===== config.mk =====
export PLATFORM = sky130hd
export DESIGN_NAME = ifft16_seq
export DESIGN_NICKNAME = d
export VERILOG_FILES = /design/src/rtl/ifft16_seq.sv
export SDC_FILE = /design/constraint.sdc
export NUM_CORES = 2
export LEC_CHECK = 0
export ABC_AREA = 1
export BUFFER_PORTS_ARGS = -buffer_cell sky130_fd_sc_hd__buf_4
export CORE_MARGIN = 10
export CORE_UTILIZATION = 40
export DETAILED_ROUTE_END_ITERATION = 8
export PLACE_DENSITY = 0.52
export SYNTH_ARGS = -nofsm -noshare
export SYNTH_HDL_FRONTEND = slang
export SYNTH_SLANG_ARGS = --single-unit
export TNS_END_PERCENT = 50

===== constraint.sdc =====
create_clock -name clk_i -period 13.15 [get_ports clk_i]
set_clock_uncertainty 0.05 [all_clocks]
set_input_delay 1.315 -clock clk_i [delete_from_list [all_inputs] [get_ports clk_i]]
set_output_delay 1.315 -clock clk_i [all_outputs]
set_load 0.1 [all_outputs]

===== src/rtl/ifft16_seq.sv =====
// rtl/ifft16_seq.sv - sequential 16-point radix-2 DIT inverse FFT, one butterfly per cycle
// Optional per-stage 1/2 scaling (true IDFT) under `define IFFT16_STAGE_SCALE_EN.
module ifft16_seq #(
    parameter int DATA_WIDTH = 16,
    parameter int FRAC_BITS  = 15,
    parameter int POINT_FFT  = 16
) (
    input  logic                  clk_i,
    input  logic                  rst_ni,
    input  logic                  in_valid_i,
    output logic                  in_ready_o,
    input  logic [DATA_WIDTH-1:0] in_re_i,
    input  logic [DATA_WIDTH-1:0] in_im_i,
    output logic                  out_valid_o,
    input  logic                  out_ready_i,
    output logic [DATA_WIDTH-1:0] out_re_o,
    output logic [DATA_WIDTH-1:0] out_im_o,
    output logic [3:0]            out_idx_o,
    output logic                  out_last_o,
    output logic                  ovf_o
);

    if (POINT_FFT != 16) begin : g_bad_point
        $error("ifft16_seq supports POINT_FFT == 16 only");
    end

    localparam int TW_W = FRAC_BITS + 2;
    localparam int PW   = DATA_WIDTH + TW_W + 1;
    localparam int AW   = DATA_WIDTH + 3;
    localparam int RND  = 1 << (FRAC_BITS - 1);
    localparam logic signed [AW-1:0] MAX_W = AW'((1 << (DATA_WIDTH - 1)) - 1);
    localparam logic signed [AW-1:0] MIN_W = AW'(-(1 << (DATA_WIDTH - 1)));

    typedef enum logic [1:0] {
        ST_LOAD    = 2'd0,
        ST_COMPUTE = 2'd1,
        ST_UNLOAD  = 2'd2
    } state_e;

    state_e     state_q, state_d;
    logic [3:0] load_cnt_q, load_cnt_d;
    logic [4:0] cmp_cnt_q, cmp_cnt_d;
    logic [3:0] out_cnt_q, out_cnt_d;
    logic       ovf_q, ovf_d;
    logic       wr_load, wr_bfly;

    logic signed [DATA_WIDTH-1:0] re_q [16];
    logic signed [DATA_WIDTH-1:0] im_q [16];

    // Conjugated twiddles e^{+j*2*pi*k/16}, Q1.15 held in 17 bits so +1.0 is exact
    function automatic logic signed [TW_W-1:0] tw_re(input logic [2:0] i);
        case (i)
            3'd0:    tw_re = TW_W'(32768);
            3'd1:    tw_re = TW_W'(30274);
            3'd2:    tw_re = TW_W'(23170);
            3'd3:    tw_re = TW_W'(12540);
            3'd4:    tw_re = TW_W'(0);
            3'd5:    tw_re = TW_W'(-12540);
            3'd6:    tw_re = TW_W'(-23170);
            default: tw_re = TW_W'(-30274);
        endcase
    endfunction

    function automatic logic signed [TW_W-1:0] tw_im(input logic [2:0] i);
        case (i)
            3'd0:    tw_im = TW_W'(0);
            3'd1:    tw_im = TW_W'(12540);
            3'd2:    tw_im = TW_W'(23170);
            3'd3:    tw_im = TW_W'(30274);
            3'd4:    tw_im = TW_W'(32768);
            3'd5:    tw_im = TW_W'(30274);
            3'd6:    tw_im = TW_W'(23170);
            default: tw_im = TW_W'(12540);
        endcase
    endfunction

    function automatic logic signed [AW-1:0] stage_scale(input logic signed [AW-1:0] v);
`ifdef IFFT16_STAGE_SCALE_EN
        stage_scale = v >>> 1;
`else
        stage_scale = v;
`endif
    endfunction

    // Returns {saturated_flag, clipped_value}
    function automatic logic [DATA_WIDTH:0] sat(input logic signed [AW-1:0] v);
        if (v > MAX_W)      sat = {1'b1, 1'b0, {(DATA_WIDTH-1){1'b1}}};
        else if (v < MIN_W) sat = {1'b1, 1'b1, {(DATA_WIDTH-1){1'b0}}};
        else                sat = {1'b0, v[DATA_WIDTH-1:0]};
    endfunction

    logic [1:0] stg;
    logic [2:0] kk, kmask, klo, tw_idx;
    logic [3:0] half, ia, ib;

    always_comb begin
        stg    = cmp_cnt_q[4:3];
        kk     = cmp_cnt_q[2:0];
        half   = 4'd1 << stg;
        kmask  = 3'(half - 4'd1);
        klo    = kk & kmask;
        ia     = ((({1'b0, kk}) >> stg) << ({1'b0, stg} + 3'd1)) | {1'b0, klo};
        ib     = ia | half;
        tw_idx = klo << (3'd3 - {1'b0, stg});
    end

    logic signed [DATA_WIDTH-1:0] a_re, a_im, b_re, b_im;
    logic signed [DATA_WIDTH-1:0] na_re, na_im, nb_re, nb_im;
    logic signed [TW_W-1:0]       w_re, w_im;
    logic signed [PW-1:0]         pr_re, pr_im;
    logic signed [AW-1:0]         t_re, t_im;
    logic [3:0]                   sat_f;

    always_comb begin
        a_re  = re_q[ia];
        a_im  = im_q[ia];
        b_re  = re_q[ib];
        b_im  = im_q[ib];
        w_re  = tw_re(tw_idx);
        w_im  = tw_im(tw_idx);
        pr_re = PW'(b_re) * PW'(w_re) - PW'(b_im) * PW'(w_im);
        pr_im = PW'(b_re) * PW'(w_im) + PW'(b_im) * PW'(w_re);
        t_re  = AW'((pr_re + PW'(RND)) >>> FRAC_BITS);
        t_im  = AW'((pr_im + PW'(RND)) >>> FRAC_BITS);
        {sat_f[0], na_re} = sat(stage_scale(AW'(a_re) + t_re));
        {sat_f[1], na_im} = sat(stage_scale(AW'(a_im) + t_im));
        {sat_f[2], nb_re} = sat(stage_scale(AW'(a_re) - t_re));
        {sat_f[3], nb_im} = sat(stage_scale(AW'(a_im) - t_im));
    end

    always_comb begin
        state_d    = state_q;
        load_cnt_d = load_cnt_q;
        cmp_cnt_d  = cmp_cnt_q;
        out_cnt_d  = out_cnt_q;
        ovf_d      = ovf_q;
        wr_load    = 1'b0;
        wr_bfly    = 1'b0;
        case (state_q)
            ST_LOAD: begin
                if (in_valid_i) begin
                    wr_load    = 1'b1;
                    load_cnt_d = load_cnt_q + 4'd1;
                    if (load_cnt_q == 4'd15) begin
                        state_d   = ST_COMPUTE;
                        cmp_cnt_d = 5'd0;
                        ovf_d     = 1'b0;
                    end
                end
            end
            ST_COMPUTE: begin
                wr_bfly   = 1'b1;
                cmp_cnt_d = cmp_cnt_q + 5'd1;
                ovf_d     = ovf_q | (|sat_f);
                if (cmp_cnt_q == 5'd31) begin
                    state_d   = ST_UNLOAD;
                    out_cnt_d = 4'd0;
                end
            end
            ST_UNLOAD: begin
                if (out_ready_i) begin
                    out_cnt_d = out_cnt_q + 4'd1;
                    if (out_cnt_q == 4'd15) state_d = ST_LOAD;
                end
            end
            default: state_d = ST_LOAD;
        endcase
    end

    always_ff @(posedge clk_i or negedge rst_ni) begin
        if (!rst_ni) begin
            state_q    <= ST_LOAD;
            load_cnt_q <= 4'd0;
            cmp_cnt_q  <= 5'd0;
            out_cnt_q  <= 4'd0;
            ovf_q      <= 1'b0;
        end else begin
            state_q    <= state_d;
            load_cnt_q <= load_cnt_d;
            cmp_cnt_q  <= cmp_cnt_d;
            out_cnt_q  <= out_cnt_d;
            ovf_q      <= ovf_d;
        end
    end

    // Inputs land bit-reversed so the in-place DIT leaves the result in natural order
    always_ff @(posedge clk_i) begin
        if (wr_load) begin
            re_q[{load_cnt_q[0], load_cnt_q[1], load_cnt_q[2], load_cnt_q[3]}] <= in_re_i;
            im_q[{load_cnt_q[0], load_cnt_q[1], load_cnt_q[2], load_cnt_q[3]}] <= in_im_i;
        end else if (wr_bfly) begin
            re_q[ia] <= na_re;
            im_q[ia] <= na_im;
            re_q[ib] <= nb_re;
            im_q[ib] <= nb_im;
        end
    end

    assign in_ready_o  = (state_q == ST_LOAD);
    assign out_valid_o = (state_q == ST_UNLOAD);
    assign out_idx_o   = out_cnt_q;
    assign out_last_o  = (state_q == ST_UNLOAD) && (out_cnt_q == 4'd15);
    assign out_re_o    = (state_q == ST_UNLOAD) ? re_q[out_cnt_q] : '0;
    assign out_im_o    = (state_q == ST_UNLOAD) ? im_q[out_cnt_q] : '0;
    assign ovf_o       = ovf_q;

endmodule


==> results by group <==
Status
  – Outcome: completed

Logic synthesis
  – Area contributors post-synth: fa_1 26%, edfxtp_1 20%, inv_1 9.4%
  – Synth Instances: slightly above 9000
  – Ys async rst share: 0.0303
  – #FFs+latches synth: ~530
  – Yosys top cell by area: fa_1
  – Synth cell types: 59
  – Post-synth top area share: 0.257
  – Sequential area share after synthesis: 0.210
  – Cell area after synthesis: between 70000 and 80000 um^2
  – Syn_nets: 10700
  – EDFF count, synth: 512
  – Synth Area per Inst: 8.10 um^2
  – Synth Warn #: 0
  – Top_reg_cell synth: edfxtp_1

Clock tree
  – Reg clk slew, reported paths: 0.06 ns
  – CTS tree: yes
  – Clock sink count: 528
  – Max clock buf depth: 3
  – Hold buffer count at CTS: 0
  – Worst-Skew Late Latency: 0.69 ns
  – Clock Root Buffer: clkbuf_16
  – Total CTS buffers: 68
  – H-tree levels: 3

Placed design
  – Routability Congestion: 0.991
  – Placement Setup Slack: -0.841 ns
  – Post-DP HPWL: 246 mm
  – Buffers on Ports: 75

Drt
  – 1st-iter DRT viols: a little over 8000
  – Drt total wl: 342 mm
  – Routed vias/inst: 5.72
  – Vias: approximately 70000
  – Post-route DRC: 0
  – WL per Instance: 28.4 um
  – Routed Antenna Nets: 0
  – Drt pass-1 iters: 7

Critical path
  – Worst path max stage delay: 0.54 ns
  – Req. time, crit path: 13.46 ns
  – CP max-delay cell: fa_1
  – Crit path max fanout: 28
  – Bufs and invs on worst path: 16
  – Crit path arrival time: 13.06 ns
  – Crit-path leading delay family: adder cells
  – CP Capture Type: flop
  – Setup crit start kind: flop
  – CP Class: reg2reg
  – Critical Path Most Common Cell: fa_1

GRT
  – GR Overflow Total: 0
  – Gr usage total: 0.323
  – Antenna violations before repair: 8
  – Vias in the first global route: 68300
  – First-pass GRT wire length: 485 mm
  – Largest net degree at the start of global routing: 187

Floorplan
  – Die area: approximately 200000 um^2
  – Io pins: 76
  – Die Ht: 453 um
  – Starting density of the core: 0.404
  – Row cnt: between 150 and 200
  – Width of the die: 453 um
  – Core area: between 150000 and 200000 um^2

Timing
  – Tmin final: between 10 and 15 ns
  – Slew headroom: 0.249
  – Min setup slack post-route: 0.404 ns
  – RSZ-0062 raised after global routing: yes
  – Final setup viols: 0
  – Final hold violations: 0
  – Max-slew violation count: 0
  – Slew @ Worst Pin: 1.13 ns
  – Final Cycle Share: 0.969
  – Max frequency: 78.5 MHz

Layout
  – Commonest cells after routing, fill and taps aside: 1859 x inv_1, 1431 x nand2_1, 956 x fa_1
  – Leading cell type in the layout, fill and taps excluded: inv_1
  – P&R area growth vs syn: 15.1%
  – Share of cells above drive strength 1: 0.134
  – Layout Nets: 11000

Min path
  – HP Class: in2async

Run
  – Max-Cap Viols: 0
## synth_stat cells, drive strengths merged, types with 148 or more instances
master     n
a21oi    474
buf      148
clkbuf   428
edfxtp   512
fa       963
ha       472
inv     1895
nand2   1525
nand3    259
nor2     727
o211ai   199
o21ai    972
## state kept, by name, summed over array words and instances, names as in the netlist
signal and cells:
cmp_cnt_q 5, im_q 256, out_idx_o 4, ovf_o 1, re_q 256, state_q 2, load_cnt_q 4
## path summary, 6_finish.rpt
check,startpoint,endpoint,slack [ns],cells after the start
min reg2reg,load_cnt_q[1],load_cnt_q[1],0.48,2
min in group clk_i,load_cnt_q[1],load_cnt_q[1],0.48,2
max,cmp_cnt_q[4],im_q[3][6],0.40,59
min,rst_ni,ovf_o,0.47,1
max reg2reg,cmp_cnt_q[4],im_q[3][6],0.40,59
max in group asynchronous,rst_ni,out_idx_o[2],12.27,1
## metal layers
| layer | track usage | wire (um) |
|---|---|---|
| met5 | 0 | 150 |
| met4 | 0.180 | 25700 |
| met3 | 0.0587 | 30900 |
| met2 | 0.522 | 156000 |
| met1 | 0.407 | 130000 |
## metrics by stage
stage | utilization | cell area [um^2] | cells | TNS, ns | hold WS, ns
detailed placement | 0.442 | 82300 | 11900 | -331.57 | 0.476
CTS | 0.456 | 84800 | 12000 | 0 | 0.469
floorplan | - | 75100 | 9268 | 0 | 0.432
global route | 0.465 | 86400 | 12100 | -1.58 | 0.490
global placement | 0.442 | 82300 | 11900 | -339.82 | 0.460
finish | 0.465 | 86400 | 12100 | 0 | 0.473
## what timing repair did
action                                  in CTS  in global routing
pin swaps                                   11                 45
endpoints found under the setup margin     513                513
resized for setup                           30                212
gates cloned                                 2                 15
setup buffers                               11                 43
endpoints found under the hold margin        0                  0
## cells by family (layout without fill, tap and decap cells)
kind of cell	after synthesis	in the layout	share of synthesized area
multiplexers	3	3	0.000416
buffers and inverters	2482	2779	0.128
AND/OR/NAND/NOR	2605	2605	0.141
AO/OA/AOI/OAI	2099	2105	0.171
other	1	6	0.0000499
XOR/XNOR	115	115	0.0134
adder cells (fa/ha/maj)	1435	1435	0.335
flip-flops	528	528	0.210
## cell type report
class	count	area, um^2
Tap cell	2480	3100
Inverter	1906	7200
Sequential cell	528	15800
Multi-Input combinational cell	6264	51000
Timing Repair Buffer	754	7160
Clock inverter	38	404
Clock buffer	81	1770
Fill cell	18300	99600
Antenna cell	5	12.5
Power is left out: the tool's default activity adds up to more than one toggle a clock period on the data nets, which glitch-free logic cannot reach.
